### src/rtl/dff_din_conditioner.sv
`timescale 1ns / 1ps
// -----------------------------------------------------------------------------
// dff_din_conditioner
//
// Input stage for the D flip-flop cells. It takes a raw asynchronous level
// (switch, off-chip pin) and produces a clean, debounced level in the clk
// domain. It also produces a one-cycle pulse whenever that level changes.
//
// Parameters
//   SYNC_STAGES      synchronizer depth on d_async (>= 2)
//   DEBOUNCE_CYCLES  consecutive synchronized cycles a new level must hold
//                    before it is accepted (>= 2)
//   RST_VAL          reset level of the synchronizer chain and of q
//
// Ports
//   clk      in   rising-edge clock
//   rst      in   asynchronous reset, active-low
//   en       in   1 = qualification advances, 0 = FSM/counter/q frozen
//   d_async  in   raw asynchronous level
//   q        out  debounced level (registered)
//   q_en     out  one-cycle pulse in the cycle q changes
//   rise     out  one-cycle pulse on an accepted 0->1
//   fall     out  one-cycle pulse on an accepted 1->0
//   busy     out  high while a candidate level is being qualified
// -----------------------------------------------------------------------------
module dff_din_conditioner #(
    parameter int unsigned SYNC_STAGES     = 2,
    parameter int unsigned DEBOUNCE_CYCLES = 4,
    parameter logic        RST_VAL         = 1'b0
) (
    input  logic clk,
    input  logic rst,
    input  logic en,
    input  logic d_async,
    output logic q,
    output logic q_en,
    output logic rise,
    output logic fall,
    output logic busy
);

    localparam int unsigned CNT_W = $clog2(DEBOUNCE_CYCLES + 1);
    localparam logic [CNT_W-1:0] CntLast = CNT_W'(DEBOUNCE_CYCLES - 1);
    localparam logic [CNT_W-1:0] CntOne  = CNT_W'(1);

    // Parameter legality is checked at elaboration.
    if (SYNC_STAGES < 2) begin : g_bad_sync_stages
        $error("dff_din_conditioner: SYNC_STAGES must be >= 2");
    end
    if (DEBOUNCE_CYCLES < 2) begin : g_bad_debounce_cycles
        $error("dff_din_conditioner: DEBOUNCE_CYCLES must be >= 2");
    end

    typedef enum logic [1:0] {
        StStableLo,
        StPendHi,
        StStableHi,
        StPendLo
    } state_e;

    localparam state_e StReset = RST_VAL ? StStableHi : StStableLo;

    // -------------------------------------------------------------------------
    // Synchronizer. The chain keeps shifting even while en=0, so the FSM sees
    // a fresh level as soon as it is re-enabled.
    // -------------------------------------------------------------------------
    logic [SYNC_STAGES-1:0] sync_q;
    logic                   d_s;

    always_ff @(posedge clk or negedge rst) begin
        if (!rst) begin
            sync_q <= {SYNC_STAGES{RST_VAL}};
        end else begin
            sync_q <= {sync_q[SYNC_STAGES-2:0], d_async};
        end
    end

    assign d_s = sync_q[SYNC_STAGES-1];

    // -------------------------------------------------------------------------
    // Debounce FSM: state register
    // -------------------------------------------------------------------------
    state_e           state_q, state_d;
    logic [CNT_W-1:0] cnt_q, cnt_d;
    logic             q_q, q_d;
    logic             rise_q, rise_d;
    logic             fall_q, fall_d;
    logic             q_en_q, q_en_d;
    logic             busy_q, busy_d;

    always_ff @(posedge clk or negedge rst) begin
        if (!rst) begin
            state_q <= StReset;
            cnt_q   <= '0;
            q_q     <= RST_VAL;
            rise_q  <= 1'b0;
            fall_q  <= 1'b0;
            q_en_q  <= 1'b0;
            busy_q  <= 1'b0;
        end else begin
            state_q <= state_d;
            cnt_q   <= cnt_d;
            q_q     <= q_d;
            rise_q  <= rise_d;
            fall_q  <= fall_d;
            q_en_q  <= q_en_d;
            busy_q  <= busy_d;
        end
    end

    // -------------------------------------------------------------------------
    // Debounce FSM: next state and registered-output next values.
    // Entering a PEND state counts as the first qualified cycle (cnt=1), so a
    // candidate is accepted after DEBOUNCE_CYCLES consecutive matching cycles.
    // -------------------------------------------------------------------------
    always_comb begin
        state_d = state_q;
        cnt_d   = cnt_q;
        q_d     = q_q;
        rise_d  = 1'b0;
        fall_d  = 1'b0;

        if (en) begin
            unique case (state_q)
                StStableLo: begin
                    if (d_s) begin
                        state_d = StPendHi;
                        cnt_d   = CntOne;
                    end
                end

                StPendHi: begin
                    if (!d_s) begin
                        // Glitch: candidate dropped before it qualified.
                        state_d = StStableLo;
                        cnt_d   = '0;
                    end else if (cnt_q == CntLast) begin
                        state_d = StStableHi;
                        cnt_d   = '0;
                        q_d     = 1'b1;
                        rise_d  = 1'b1;
                    end else begin
                        cnt_d = cnt_q + CntOne;
                    end
                end

                StStableHi: begin
                    if (!d_s) begin
                        state_d = StPendLo;
                        cnt_d   = CntOne;
                    end
                end

                StPendLo: begin
                    if (d_s) begin
                        state_d = StStableHi;
                        cnt_d   = '0;
                    end else if (cnt_q == CntLast) begin
                        state_d = StStableLo;
                        cnt_d   = '0;
                        q_d     = 1'b0;
                        fall_d  = 1'b1;
                    end else begin
                        cnt_d = cnt_q + CntOne;
                    end
                end

                default: begin
                    state_d = StReset;
                    cnt_d   = '0;
                end
            endcase
        end

        q_en_d = rise_d | fall_d;
        busy_d = (state_d == StPendHi) || (state_d == StPendLo);
    end

    assign q    = q_q;
    assign q_en = q_en_q;
    assign rise = rise_q;
    assign fall = fall_q;
    assign busy = busy_q;

endmodule

### config.mk
export PLATFORM = sky130hd
export DESIGN_NAME = dff_din_conditioner
export DESIGN_NICKNAME = d
export VERILOG_FILES = /design/src/rtl/dff_din_conditioner.sv
export SDC_FILE = /design/constraint.sdc
export NUM_CORES = 1
export LEC_CHECK = 0
export BUFFER_PORTS_ARGS = -buffer_cell sky130_fd_sc_hd__buf_4
export CAP_MARGIN = 20
export CORE_AREA = 3 3 40 42
export CTS_CLUSTER_DIAMETER = 30
export CTS_CLUSTER_SIZE = 24
export DETAILED_ROUTE_END_ITERATION = 16
export DIE_AREA = 0 0 43 45
export SLEW_MARGIN = 20
export SYNTH_ARGS = -nofsm -noshare
export SYNTH_HDL_FRONTEND = slang
export SYNTH_SLANG_ARGS = --single-unit
export TNS_END_PERCENT = 1
### constraint.sdc
create_clock -name clk -period 1.8 [get_ports clk]
set_input_delay 0.18 -clock clk [delete_from_list [all_inputs] [get_ports clk]]
set_output_delay 0.18 -clock clk [all_outputs]
set_load 0.005 [all_outputs]
Yosys cells after proc, flatten, opt, wreduce, memory -nomap -nowiden
Cells that the tools add are included.
{ "totals": {"ff_bits": 12, "in_bits": 4, "elab_cells": 53} }
{ "classes": {"addsub": 1, "eq_ne": 12, "muxes": 26, "bitwise": 1, "n_reduce_logical": 5} }
{ "ops": {"columns": ["op", "count"], "rows": [
  ["$mux W3", 5],
  ["$mux W2", 7],
  ["$ne A2 B2 Y1 const B", 6],
  ["$pmux W3 S4", 1],
  ["$mux W1", 11],
  ["$pmux W2 S4", 1],
  ["$eq A2 B2 Y1 const B", 3],
  ["$reduce_and A6 Y1", 1],
  ["$eq A2 B1 Y1 const B", 2],
  ["$add A3 B1 Y3 const B", 1],
  ["$eq A3 B2 Y1 const B", 1],
  ["$reduce_and A3 Y1", 1],
  ["$logic_not A2 Y1", 1],
  ["$pmux W1 S2", 1],
  ["$reduce_bool A2 Y1", 1],
  ["$logic_or A1 B1 Y1", 1],
  ["$or A1 B1 Y1", 1]
]} }

Longest topological paths before layout
Gate-level depths: netlist of the first run.
{ "logic_depth": {"ltp_word": 7, "mapped_depth": 4, "ltp_nobuf": 4} }

Least setup slack after synthesis of the first run
No wires, ideal clock.
{ "synth_path": {"kind": "flip-flop to flip-flop", "start": "register cnt_q[0]", "end": "register q_q (netlist: q)", "t_arrival_ps": 1120, "required_time_ps": 1672, "setup_slack_ps": 552, "stages_incl_launch_ff": 5, "path_buffers": 0, "synth_period_minus_slack_ps": 1248, "path_cell_list": "dfrtp_1 ha_1 and4b_1 and3_2 nand3b_1"} }
{ "synth_via": {"elab_chain_len": 3, "word_cells_on_any_way": 4, "cone_classes": "eq/ne (3); reduce/logical (1)"} }
{ "synth_rtl": {"columns": ["element", "line_no", "rtl"], "rows": [
  ["start, declared", "84", "logic [CNT_W-1:0] cnt_q, cnt_d;"],
  ["start signal, assigned", "102", "cnt_q <= cnt_d;"],
  ["$eq A3 B2 Y1 *", "137, 158", null],
  ["$ne A2 B2 Y1 (no line)", null, null],
  ["$reduce_and A6 Y1 (no line) *", null, null],
  ["end signal, assigned", "103", "q_q <= q_d;"],
  ["end, declared", "85", "logic q_q, q_d;"]
]} }
Every way passes the cells marked *; elsewhere a longest branch is shown, timed or not.
A chain may end at the register's enable or synchronous reset.

Worst setup path after layout of the first run
Same ends and word-level chain as after synthesis.

==> summary.md, run 1 <==
| Metric | Value |
|---|---|
| Clock tree root driver cell | clkbuf_4 |
| Ports | 9 |
| ANT cells | 0 |
| Drt pass-1 iters | 4 |
| Clock Latency Late Sink | around 0.27 ns |
| EDFF count, synth | 0 |
| Vias | around 300 |
| Max stage delay on crit path | 0.39 ns |
| Vias in the first global route | around 270 |
| Layout cells sized above 1 | between 20% and 30% |
| WL/cell | 10.5 um |
| Fin. Hold Viols | 0 |
| Synth async-reset ratio | 100% |
| CORE AREA | roughly 1300 um^2 |
| Critical-path maximum fanout | 4 |
| Period utilization | between 70% and 80% |
| First-pass GRT wire length | approximately 1200 um |
| Initial DRC Count | 3 |
| Critical-path top delay cell | dfrtp_1 |
| WP data required | 1.95 ns |
| Worst-Margin Slew | about 0.33 ns |
| Final TNS setup | 0 ns |
| FF+latch count, synth | 11 |
| Post-synthesis sequential area ratio | between 60% and 70% |
| Fmax achieved | between 700 and 800 MHz |
| CTS tree | done |
| Clock Path Buffers | 2 |
| Antenna violations before repair | 0 |
| H-tree depth | 1 |
| Post-Route WL | 685 um |
| # setup viols final | 0 |
| CTS Sinks | 11 |
| PwrDens | 1200 nW/um^2 |
| Outcome | finished, final reports clean |
| Total GRT Usage | 8.86% |
| VDD IR max | about 0.74 mV |
| Multi-input logic area | roughly 150 um^2 |
| Cell count after synthesis | 36 |
| Final slew viol count | 0 |
| Clock transition at path regs | 0.07 ns |
| CTS Buf Count | 3 |
| Max transition margin | 78.1% |
| Pleak | between 0.2 and 0.3 nW |
| Setup Skew | about 0.0085 ns |
| DIE AREA | slightly below 2000 um^2 |
| RSZ-0062 raised after global routing | false |
| Top-count cell post-synth | dfrtp_1 |
| Width of the die | 43 um |
| Placer Congestion | slightly below 0.7 |
| Antenna Violating Nets Remaining | 0 |
| Crit-path cells | ha_1, and4b_1, and3_2, nand3b_1 |
| Tot Pwr | 0.667 mW |
| Grt ovf | 0 |
| Largest net degree at the start of global routing | 12 |
| Synth cell count leaders | 11 x dfrtp_1, 5 x nand2_1, 3 x nor2_1, 3 x o21ai_0 |
| Final min period | approximately 1.3 ns |
| Top cell type's share of synthesized area | roughly 64% |
| Synthesis Warnings | 0 |
| Post-synthesis to final-layout area growth | 29.2% |
| WP data arrival | roughly 1.5 ns |
| Number of port buffers | 8 |
| Mean Syn Cell Area | 11.9 um^2 |
| Starting Density | between 30% and 40% |
| WS Path Type | register to register |
| Syn nets | around 40 |
| FP Rows | 13 |
| Register area | ~280 um^2 |
| Dominant cell type by area after synthesis | dfrtp_1 |
| Fillers | about 120 |
| Mapped Area | 429 um^2 |
| Via/cell ratio | 4.58 |
| Predominant post-synthesis flop cell | dfrtp_1 |
| Hold Path Class | input pin to register |
| Cell Area, Placed | 508 um^2 |
| Hold Slack | approximately 0.13 ns |
| Max capacitance violation total | 0 |
| DRC | 0 |
| Synth unique cells | 18 |
| Largest cells by area after synthesis | dfrtp_1 64%, nand2_1 4.4%, o21ai_0 3.5%, ha_1 2.9%, nor2_1 2.6% |
| Setup crit start kind | register |
| Placed wire-length estimate | a little over 500 um |
| # nets final | 56 |
| Post-layout instance area | ~550 um^2 |
| Critical Path End Type | register |
| Die H | around 45 um |
cell type report:
type | count | area share [%]
flip-flops and latches | 11 | 49.7
multi-input cells | 24 | 27.1
well taps | 15 | 3.39
clock buffers | 4 | 4.74
inverters | 1 | 0.677
repair buffers | 10 | 14.4
per-layer routing:
layer / wire [um] / GRT usage, % / up-vias / share of wire [%]
met5: 0 / 0 / - / 0
met4: 0 / 1.81 / 0 / 0
met3: 81 / 7.17 / 0 / 12
met2: 276 / 11.7 / 11 / 40
met1: 327 / 11.3 / 131 / 48
li1: - / - / 156 / -
path summary, 6_finish.rpt:
path                       startpoint                          to  slack [ns]  cells past startpoint
setup / recovery             cnt_q[0]                           q        0.48                      4
hold / removal                     en                    register        0.13                      2
setup reg to reg             cnt_q[0]                           q        0.48                      4
hold reg to reg             sync_q[0]                   sync_q[1]        0.35                      0
max in group asynchronous         rst  asynchronous set/reset pin        1.37                      2
min in group asynchronous         rst                        q_en        0.27                      2
worst max-delay path, delay by kind of cell, from the launching register on:
family / cells / cell delay, ns
DFF: 1 / 0.39
adders and majority gates: 1 / 0.24
and+or+nand+nor: 3 / 0.57
timing repair:
action,CTS,global route
setup endpoints to repair,0,0
buffers inserted,0,0
hold endpoints to repair,11,1
gates resized for setup,0,0
hold buffers,1,1
power breakdown:
group / total, mW / internal, mW / leakage, nW / switching (mW)
Sequential: 0.337 / 0.293 / 0.136 / 0.0434
Clock: 0.165 / 0.0857 / 0.0150 / 0.0792
Combinational: 0.165 / 0.0803 / 0.118 / 0.0848
logic make-up (layout without fill, tap and decap cells):
family | after synthesis | count (layout) | share of synthesized area [%]
AOI/OAI and AO/OA | 7 | 7 | 10.2
xor gates and xnor gates | 2 | 2 | 4.08
adders and majority gates | 1 | 1 | 2.91
buffers and inverters | 1 | 15 | 0.874
DFF | 11 | 11 | 64.1
and+or+nand+nor | 14 | 14 | 17.8
metrics by stage:
step                util, %  cells  worst slack (ns)
floorplan                 -     36             0.552
global placement       39.5     59             0.501
detailed placement     39.5     59             0.478
CTS                    42.4     64             0.474
global route           43.1     65             0.411
finish                 43.1     65             0.484
cell usage in the layout, fill, tap and decap left out, types with 2 or more instances in the layout:
cell	netlist	final
clkbuf_4	0	3
nor2_1	3	3
nand2_1	5	5
dfrtp_1	11	11
o21ai_0	3	3
dlygate4sd3_1	0	2
buf_4	0	8
No activity file was read; power rests on OpenSTA's default activity.
==> inputs of run 2 (changes only) <==
--- a/config.mk
+++ b/config.mk
@@ -5,6 +5,7 @@
 export SDC_FILE = /design/constraint.sdc
 export NUM_CORES = 1
 export LEC_CHECK = 0
+export ABC_AREA = 1
 export BUFFER_PORTS_ARGS = -buffer_cell sky130_fd_sc_hd__buf_4
 export CAP_MARGIN = 20
 export CORE_AREA = 3 3 40 42
==> constraint.sdc (replaced) <==
create_clock -name clk -period 1.05 [get_ports clk]
set_input_delay 0.105 -clock clk [delete_from_list [all_inputs] [get_ports clk]]
set_output_delay 0.105 -clock clk [all_outputs]
set_load 0.005 [all_outputs]
==> summary.md, run 2 <==
| Metric | Value |
|---|---|
| Outcome | finished with violations (was finished, final reports clean) |
| Violated checks | negative setup slack |
| Worst R2R Start | cnt_q[0] (unchanged) |
| R2r worst-path depth | 6 (was 4) |
| Largest net degree at the start of global routing | 12 (unchanged) |
| Mapped Area | 495 um^2 (was 429 um^2) |
| Slack of the worst reg-to-reg path | -0.006 ns (was 0.48 ns) |
| CORE AREA | 1280 um^2 (unchanged) |
| Placer Congestion | 0.760 (was 0.686) |
| Ports | 9 (unchanged) |
| Final slew viol count | 0 (unchanged) |
| WHS Path Cells | 3 (was 2) |
| Placed wire-length estimate | 679 um (was 510 um) |
| Clock Path Buffers | 2 (unchanged) |
| Most frequent cells in the layout | 14 x nand2_1, 12 x buf_4, 11 x dfrtp_1, 5 x inv_1, 5 x nand3_1 (was 11 x dfrtp_1, 8 x buf_4, 5 x nand2_1) |
| Net Sw Power | 0.482 mW (was 0.207 mW) |
| Starting Density | 38.6% (was 33.4%) |
| Clock Latency Late Sink | 0.27 ns (about the same) |
| ANT cells | 0 (unchanged) |
| Fin. Hold Viols | 0 (unchanged) |
| DRC | 0 (unchanged) |
| Max capacitance violation total | 0 (unchanged) |
| Drt pass-1 iters | 2 (was 4) |
| CTS Sinks | 11 (unchanged) |
| First-pass GRT wire length | 1520 um (was 1170 um) |
| Fin util | 53.2% (was 43.1%) |
| Combinational Power Share | 39.3% (was 24.8%) |
| DIE AREA | 1940 um^2 (unchanged) |
| Top cell type's share of synthesized area | 55.6% (was 64.1%) |
| Pleak | 0.377 nW (was 0.269 nW) |
| Sw Share | 33.6% (was 31.1%) |
| FF+latch count, synth | 11 (unchanged) |
| Dominant cell type by area after synthesis | dfrtp_1 (unchanged) |
| Syn nets | 59 (was 41) |
| Period utilization | 101% (was 73.1%) |
| Fmax achieved | 947 MHz (was 760 MHz) |
| Pint | 0.954 mW (was 0.459 mW) |
| WL/cell | 10.6 um (was 10.5 um) |
| Synth cell count leaders | 15 x nand2_1, 11 x dfrtp_1, 7 x inv_1, 5 x nand3_1 (was 11 x dfrtp_1, 5 x nand2_1, 3 x nor2_1, 3 x o21ai_0) |
| Top-count cell post-synth | nand2_1 (was dfrtp_1) |
| VDD IR max | 1.19 mV (was 0.739 mV) |
| CTS tree | done (unchanged) |
| Hold Path Class | input pin to register (unchanged) |
| Critical Path End Type | register (unchanged) |
| Post-Route WL | 945 um (was 685 um) |
| Synthesis Warnings | 0 (unchanged) |
| PwrDens | 2100 nW/um^2 (was 1200 nW/um^2) |
| Max transition margin | 88.8% (was 78.1%) |
| Hold Slack | 0.153 ns (was 0.132 ns) |
| Vias | 402 (was 298) |
| Worst-Margin Slew | 0.168 ns (was 0.327 ns) |
| Setup crit start kind | register (unchanged) |
| WP data arrival | 1.22 ns (was 1.47 ns) |
| Placed cells | 80 (was 59) |
| Worst hold start | en (unchanged) |
| Post-synthesis sequential area ratio | 55.6% (was 64.1%) |
| Final min period | 1.06 ns (was 1.32 ns) |
| WP data required | 1.22 ns (was 1.95 ns) |
| Clock tree root driver cell | clkbuf_4 (unchanged) |
| Initial DRC Count | 7 (was 3) |
| Synth unique cells | 16 (was 18) |
| Final TNS setup | -0.00638 ns (was 0 ns) |
| Post-synthesis to final-layout area growth | 37.9% (was 29.2%) |
| Commonest non-fill, non-tap cell in the layout | nand2_1 (was dfrtp_1) |
| Cell count after synthesis | 54 (was 36) |
| Pre-CTS WS | -0.0544 ns (was 0.478 ns) |
| Layout cells sized above 1 | 37.8% (was 24.0%) |
| Critical-path maximum fanout | 4 (unchanged) |
| Antenna violations before repair | 0 (unchanged) |
| Worst setup startpoint | cnt_q[0] (unchanged) |
| # setup viols final | 1 (was 0) |
| Via/cell ratio | 4.52 (was 4.58) |
| Number of port buffers | 8 (unchanged) |
| Predominant post-synthesis flop cell | dfrtp_1 (unchanged) |
| Vias in the first global route | 376 (was 273) |
| Largest cells by area after synthesis | dfrtp_1 56%, nand2_1 11%, inv_1 5.3%, nand3_1 5.1%, nand2_2 3.8% (was dfrtp_1 64%, nand2_1 4.4%, o21ai_0 3.5%, ha_1 2.9%, nor2_1 2.6%) |
| Total GRT Usage | 11.6% (was 8.86%) |
| Non-Filler Instances | 89 (was 65) |
| Width of the die | 43 um (unchanged) |
| Clock transition at path regs | 0.07 ns (about the same) |
| WS Path Type | register to register (unchanged) |
| FP Rows | 13 (unchanged) |
| Mean Syn Cell Area | 9.18 um^2 (was 11.9 um^2) |
| H-tree depth | 1 (unchanged) |
| # nets final | 80 (was 56) |
| Antenna Violating Nets Remaining | 0 (unchanged) |
| Setup ws final | -0.00638 ns (was 0.484 ns) |
| EDFF count, synth | 0 (unchanged) |
| RSZ-0062 raised after global routing | true (was false) |
| Setup Skew | 0.00584 ns (was 0.00848 ns) |
| Grt ovf | 0 (unchanged) |
| CTS Buf Count | 3 (unchanged) |
| Die H | 45 um (unchanged) |
| Synth async-reset ratio | 100% (unchanged) |
| Flop pwr share | 40.5% (was 50.5%) |
| Clk pwr share | 20.2% (was 24.7%) |
run 2: cell types whose count changed after synthesis, moves of 2 or more:
| cell | change |
|---|---|
| inv_1 | +6 |
| nand2_1 | +10 |
| o21ai_0 | -2 |
| nand2_2 | +3 |
| nand3_1 | +5 |
run 2: kinds of logic (layout without fill, tap and decap cells):
logic type	Yosys count	after routing	share of synthesized area, %
compound gates	3	3	3.03
buf+inv	8	28	6.06
simple gates	31	31	32.8
flops	11	11	55.6
fa+ha+maj	1	1	2.52
run 2: power by group through the flow:
stage | logic (mW) | clock network [mW] | registers, mW
6_report | 0.565 | 0.290 | 0.582
3_5_place_dp | 0.438 | 0 | 0.595
4_1_cts | 0.511 | 0.302 | 0.580
2_1_floorplan | 0.231 | 0 | 0.597
5_1_grt | 0.621 | 0.332 | 0.597
3_3_place_gp | 0.430 | 0 | 0.593
run 2: critical path, cell delays in order (launching register included):
cell and delay (ns):
dfrtp_1 0.36, ha_2 0.21, nand2_4 0.07, nor2_4 0.12
nand2_1 0.08, o21ai_1 0.07, inv_1 0.04
run 2: routing by layer:
layer	part of all wire (%)	GRT usage, %
met1	46	13.8
met5	0	0
met4	1.6	10.8
met2	48	16.2
met3	4.9	3.98
run 2: how the worst max path moves through the flow:
stage,slack (ns),to,depth (start not counted)
final,-0.006,register,6
after global routing,-0.09,q,6
after CTS,-0.02,register,6
after detailed placement,-0.05,register,6
after global placement,-0.03,register,6
after floorplan,0.008,register,5
run 2: layout make-up:
type	count	area, um^2
fillers	121	602
flip-flops and latches	11	275
multi-input cells	35	200
repair buffers	16	133
well taps	15	18.8
inverters	8	30.0
clock buffers	4	26.3
run 2: repair_timing:
item                       in CTS  in global routing
hold buffers                    2                  0
gates resized for setup         3                  4
gates cloned                    0                  0
hold endpoints to repair       12                  0
setup endpoints to repair       5                  7
buffers inserted                2                  1
run 2: per-stage QoR:
stage	cell area [um^2]	total power, mW
2_1_floorplan	495	0.827
3_3_place_gp	597	1.02
3_5_place_dp	597	1.03
4_1_cts	668	1.39
5_1_grt	683	1.55
6_report	683	1.44
==> inputs of run 3 (changes only) <==
--- a/config.mk
+++ b/config.mk
@@ -8,11 +8,12 @@
 export ABC_AREA = 1
 export BUFFER_PORTS_ARGS = -buffer_cell sky130_fd_sc_hd__buf_4
 export CAP_MARGIN = 20
-export CORE_AREA = 3 3 40 42
+export CORE_AREA = 2 2 39 41
 export CTS_CLUSTER_DIAMETER = 30
 export CTS_CLUSTER_SIZE = 24
 export DETAILED_ROUTE_END_ITERATION = 16
-export DIE_AREA = 0 0 43 45
+export DIE_AREA = 0 0 41 43
+export REMOVE_ABC_BUFFERS = 1
 export SLEW_MARGIN = 20
 export SYNTH_ARGS = -nofsm -noshare
 export SYNTH_HDL_FRONTEND = slang
==> summary.md, run 3 (same netlist as run 2, synthesis figures left out) <==
| Metric | Value |
|---|---|
| Outcome | finished with violations (unchanged) |
| Violated checks | negative setup slack (unchanged) |
| Antenna Violating Nets Remaining | 0 (unchanged) |
| Placer Congestion | 0.774 (was 0.760) |
| WHS Path Cells | 3 (unchanged) |
| VDD IR max | 0.813 mV (was 1.19 mV) |
| # nets final | 80 (unchanged) |
| Hold Path Class | input pin to register (unchanged) |
| RSZ-0062 raised after global routing | true (unchanged) |
| Critical Path End Type | register (unchanged) |
| Initial DRC Count | 7 (unchanged) |
| DRC | 0 (unchanged) |
| PwrDens | 2080 nW/um^2 (was 2100 nW/um^2) |
| CP Depth | 6 (unchanged) |
| Grt ovf | 0 (unchanged) |
| Final min period | 1.07 ns (was 1.06 ns) |
| WS Path Type | register to register (unchanged) |
| Worst-Margin Slew | 0.178 ns (was 0.168 ns) |
| R2r worst-path depth | 6 (unchanged) |
| Number of port buffers | 8 (unchanged) |
| Pint | 0.976 mW (was 0.954 mW) |
| Pre-CTS WS | -0.0391 ns (was -0.0544 ns) |
| Setup ws final | -0.0161 ns (was -0.00638 ns) |
| Layout cells sized above 1 | 43.2% (was 37.8%) |
| Worst R2R Start | cnt_q[1] (was cnt_q[0]) |
| Clock Latency Late Sink | 0.27 ns (about the same) |
| Met1 global-route usage | 17.4% (was 13.8%) |
| Multi-input logic area | 228 um^2 (was 200 um^2) |
| Global route hottest layer | met2 (unchanged) |
| Max capacitance violation total | 0 (unchanged) |
| Largest net degree at the start of global routing | 12 (unchanged) |
| Vias in the first global route | 380 (was 376) |
| ANT cells | 0 (unchanged) |
| Width of the die | 41 um (was 43 um) |
| # setup viols final | 2 (was 1) |
| CTS Sinks | 11 (unchanged) |
| Clock tree root driver cell | clkbuf_4 (unchanged) |
| WP data required | 1.22 ns (about the same) |
| CORE AREA | 1380 um^2 (was 1280 um^2) |
| GR Layer Usage met2 | 19.1% (was 16.2%) |
| H-tree depth | 1 (unchanged) |
| Critical-path maximum fanout | 4 (unchanged) |
| Grt met3 use | 3.14% (was 3.98%) |
| Period utilization | 102% (was 101%) |
| FP Rows | 14 (was 13) |
| Post-synthesis to final-layout area growth | 43.7% (was 37.9%) |
| Flop pwr share | 40.8% (was 40.5%) |
| Max stage delay on crit path | 0.40 ns (was 0.36 ns) |
| CTS Buf Count | 3 (unchanged) |
| Worst setup startpoint | cnt_q[1] (was cnt_q[0]) |
| Fmax achieved | 938 MHz (was 947 MHz) |
| WL/cell | 10.6 um (about the same) |
| First-pass GRT wire length | 1580 um (was 1520 um) |
| Ports | 9 (unchanged) |
| Via/cell ratio | 4.60 (was 4.52) |
| Clk pwr share | 19.4% (was 20.2%) |
| Most frequent cells in the layout | 12 x nand2_1, 12 x buf_4, 11 x dfrtp_1, 5 x inv_1 (was 14 x nand2_1, 12 x buf_4, 11 x dfrtp_1, 5 x inv_1, 5 x nand3_1) |
| Clock transition at path regs | 0.06 ns (was 0.07 ns) |
| Setup Skew | 0.00115 ns (was 0.00584 ns) |
| Fillers | 129 (was 121) |
| Total GRT Usage | 14.5% (was 11.6%) |
| Combinational Power Share | 39.8% (was 39.3%) |
| Sw Share | 34.0% (was 33.6%) |
| Setup crit start kind | register (unchanged) |
| Die H | 43 um (was 45 um) |
| Placed wire-length estimate | 687 um (was 679 um) |
| Critical-path top delay cell | dfrtp_1 (unchanged) |
| Starting Density | 35.8% (was 38.6%) |
| Crit-path most repeated cell | nand2_1 |
| Worst setup path end | q |
| Register area | 275 um^2 (unchanged) |
| Drt pass-1 iters | 4 (was 2) |
| DIE AREA | 1760 um^2 (was 1940 um^2) |
| CTS tree | done (unchanged) |
| R2r endpoint | q |
| Net Sw Power | 0.504 mW (was 0.482 mW) |
| Clock Path Buffers | 2 (unchanged) |
| Hold Slack | 0.158 ns (was 0.153 ns) |
| Fin. Hold Viols | 0 (unchanged) |
| Family with the most delay on the worst path | flip-flops (unchanged) |
| Crit path buf inv count | 0 (was 1) |
| Pleak | 0.382 nW (was 0.377 nW) |
| Post-Route WL | 953 um (was 945 um) |
| Antenna violations before repair | 0 (unchanged) |
| WP data arrival | 1.23 ns (was 1.22 ns) |
| Slack of the worst reg-to-reg path | -0.02 ns (was -0.006 ns) |
| Crit-path cells | ha_4, nand2_4, nor2_4, nand2_2, nand2_1, nand2_1 (was ha_2, nand2_4, nor2_4, nand2_1, o21ai_1, inv_1) |
| Max transition margin | 88.1% (was 88.8%) |
| Final slew viol count | 0 (unchanged) |
| Fin util | 51.4% (was 53.2%) |
| Vias | 414 (was 402) |
## run 3: cell counts in the layout (fill, tap and decap cells not counted)
Identical to the previous run, type by type.
## run 3: repair_timing
action                                  CTS  global route
endpoints found under the setup margin    6             9
hold buffers                              2             0
resized for setup                         0            14
pin swaps                                 0             5
buffers inserted                          2             1
endpoints found under the hold margin    12             0
## run 3: per-layer routing
layer  share of wire, %  vias to the layer above  wire length (um)
met2                 49                       10               466
met5                  0                        -                 0
met4                6.0                        0                57
li1                   -                      209                 -
met1                 42                      190               399
met3                3.3                        5                31
## run 3: layout make-up
| class | instances | area share [%] |
|---|---|---|
| timing repair buffer | 16 | 18.6 |
| multi-input combinational | 35 | 32.0 |
| inverter | 8 | 4.22 |
| sequential | 11 | 38.7 |
| tap | 16 | 2.81 |
| clock buffer | 4 | 3.69 |
## run 3: worst min path at each step
stage | start | to | slack (ns)
5_1_grt | en | cnt_q[1] | 0.15
3_3_place_gp | rst | sync_q[0] | -0.05
2_1_floorplan | rst | asynchronous set/reset pin | -0.19
6_report | en | cnt_q[0] | 0.16
4_1_cts | en | cnt_q[1] | 0.14
3_5_place_dp | rst | sync_q[0] | -0.06
## run 3: metrics by stage
| stage | TNS, ns | total power [mW] | std cells | area (um^2) |
|---|---|---|---|---|
| 4_1_cts | -0.161 | 1.37 | 89 | 659 |
| 3_5_place_dp | -0.0955 | 1.03 | 81 | 598 |
| 6_report | -0.0313 | 1.48 | 90 | 712 |
| 3_3_place_gp | -0.0371 | 1.03 | 81 | 598 |
| 5_1_grt | -0.253 | 1.59 | 90 | 712 |
| 2_1_floorplan | 0 | 0.827 | 54 | 495 |
## run 3: power groups by stage
stage | clock (mW) | sequential (mW) | combinational (mW)
6_report | 0.287 | 0.604 | 0.589
5_1_grt | 0.334 | 0.612 | 0.646
4_1_cts | 0.303 | 0.583 | 0.484
3_5_place_dp | 0 | 0.603 | 0.425
3_3_place_gp | 0 | 0.602 | 0.425
2_1_floorplan | 0 | 0.597 | 0.231
## run 3: worst register-to-register path, stage by stage (launching register included)
cell     delay [ns]
dfrtp_1        0.40
ha_4           0.17
nand2_4        0.07
nor2_4         0.15
nand2_2        0.07
nand2_1        0.05
nand2_1        0.05
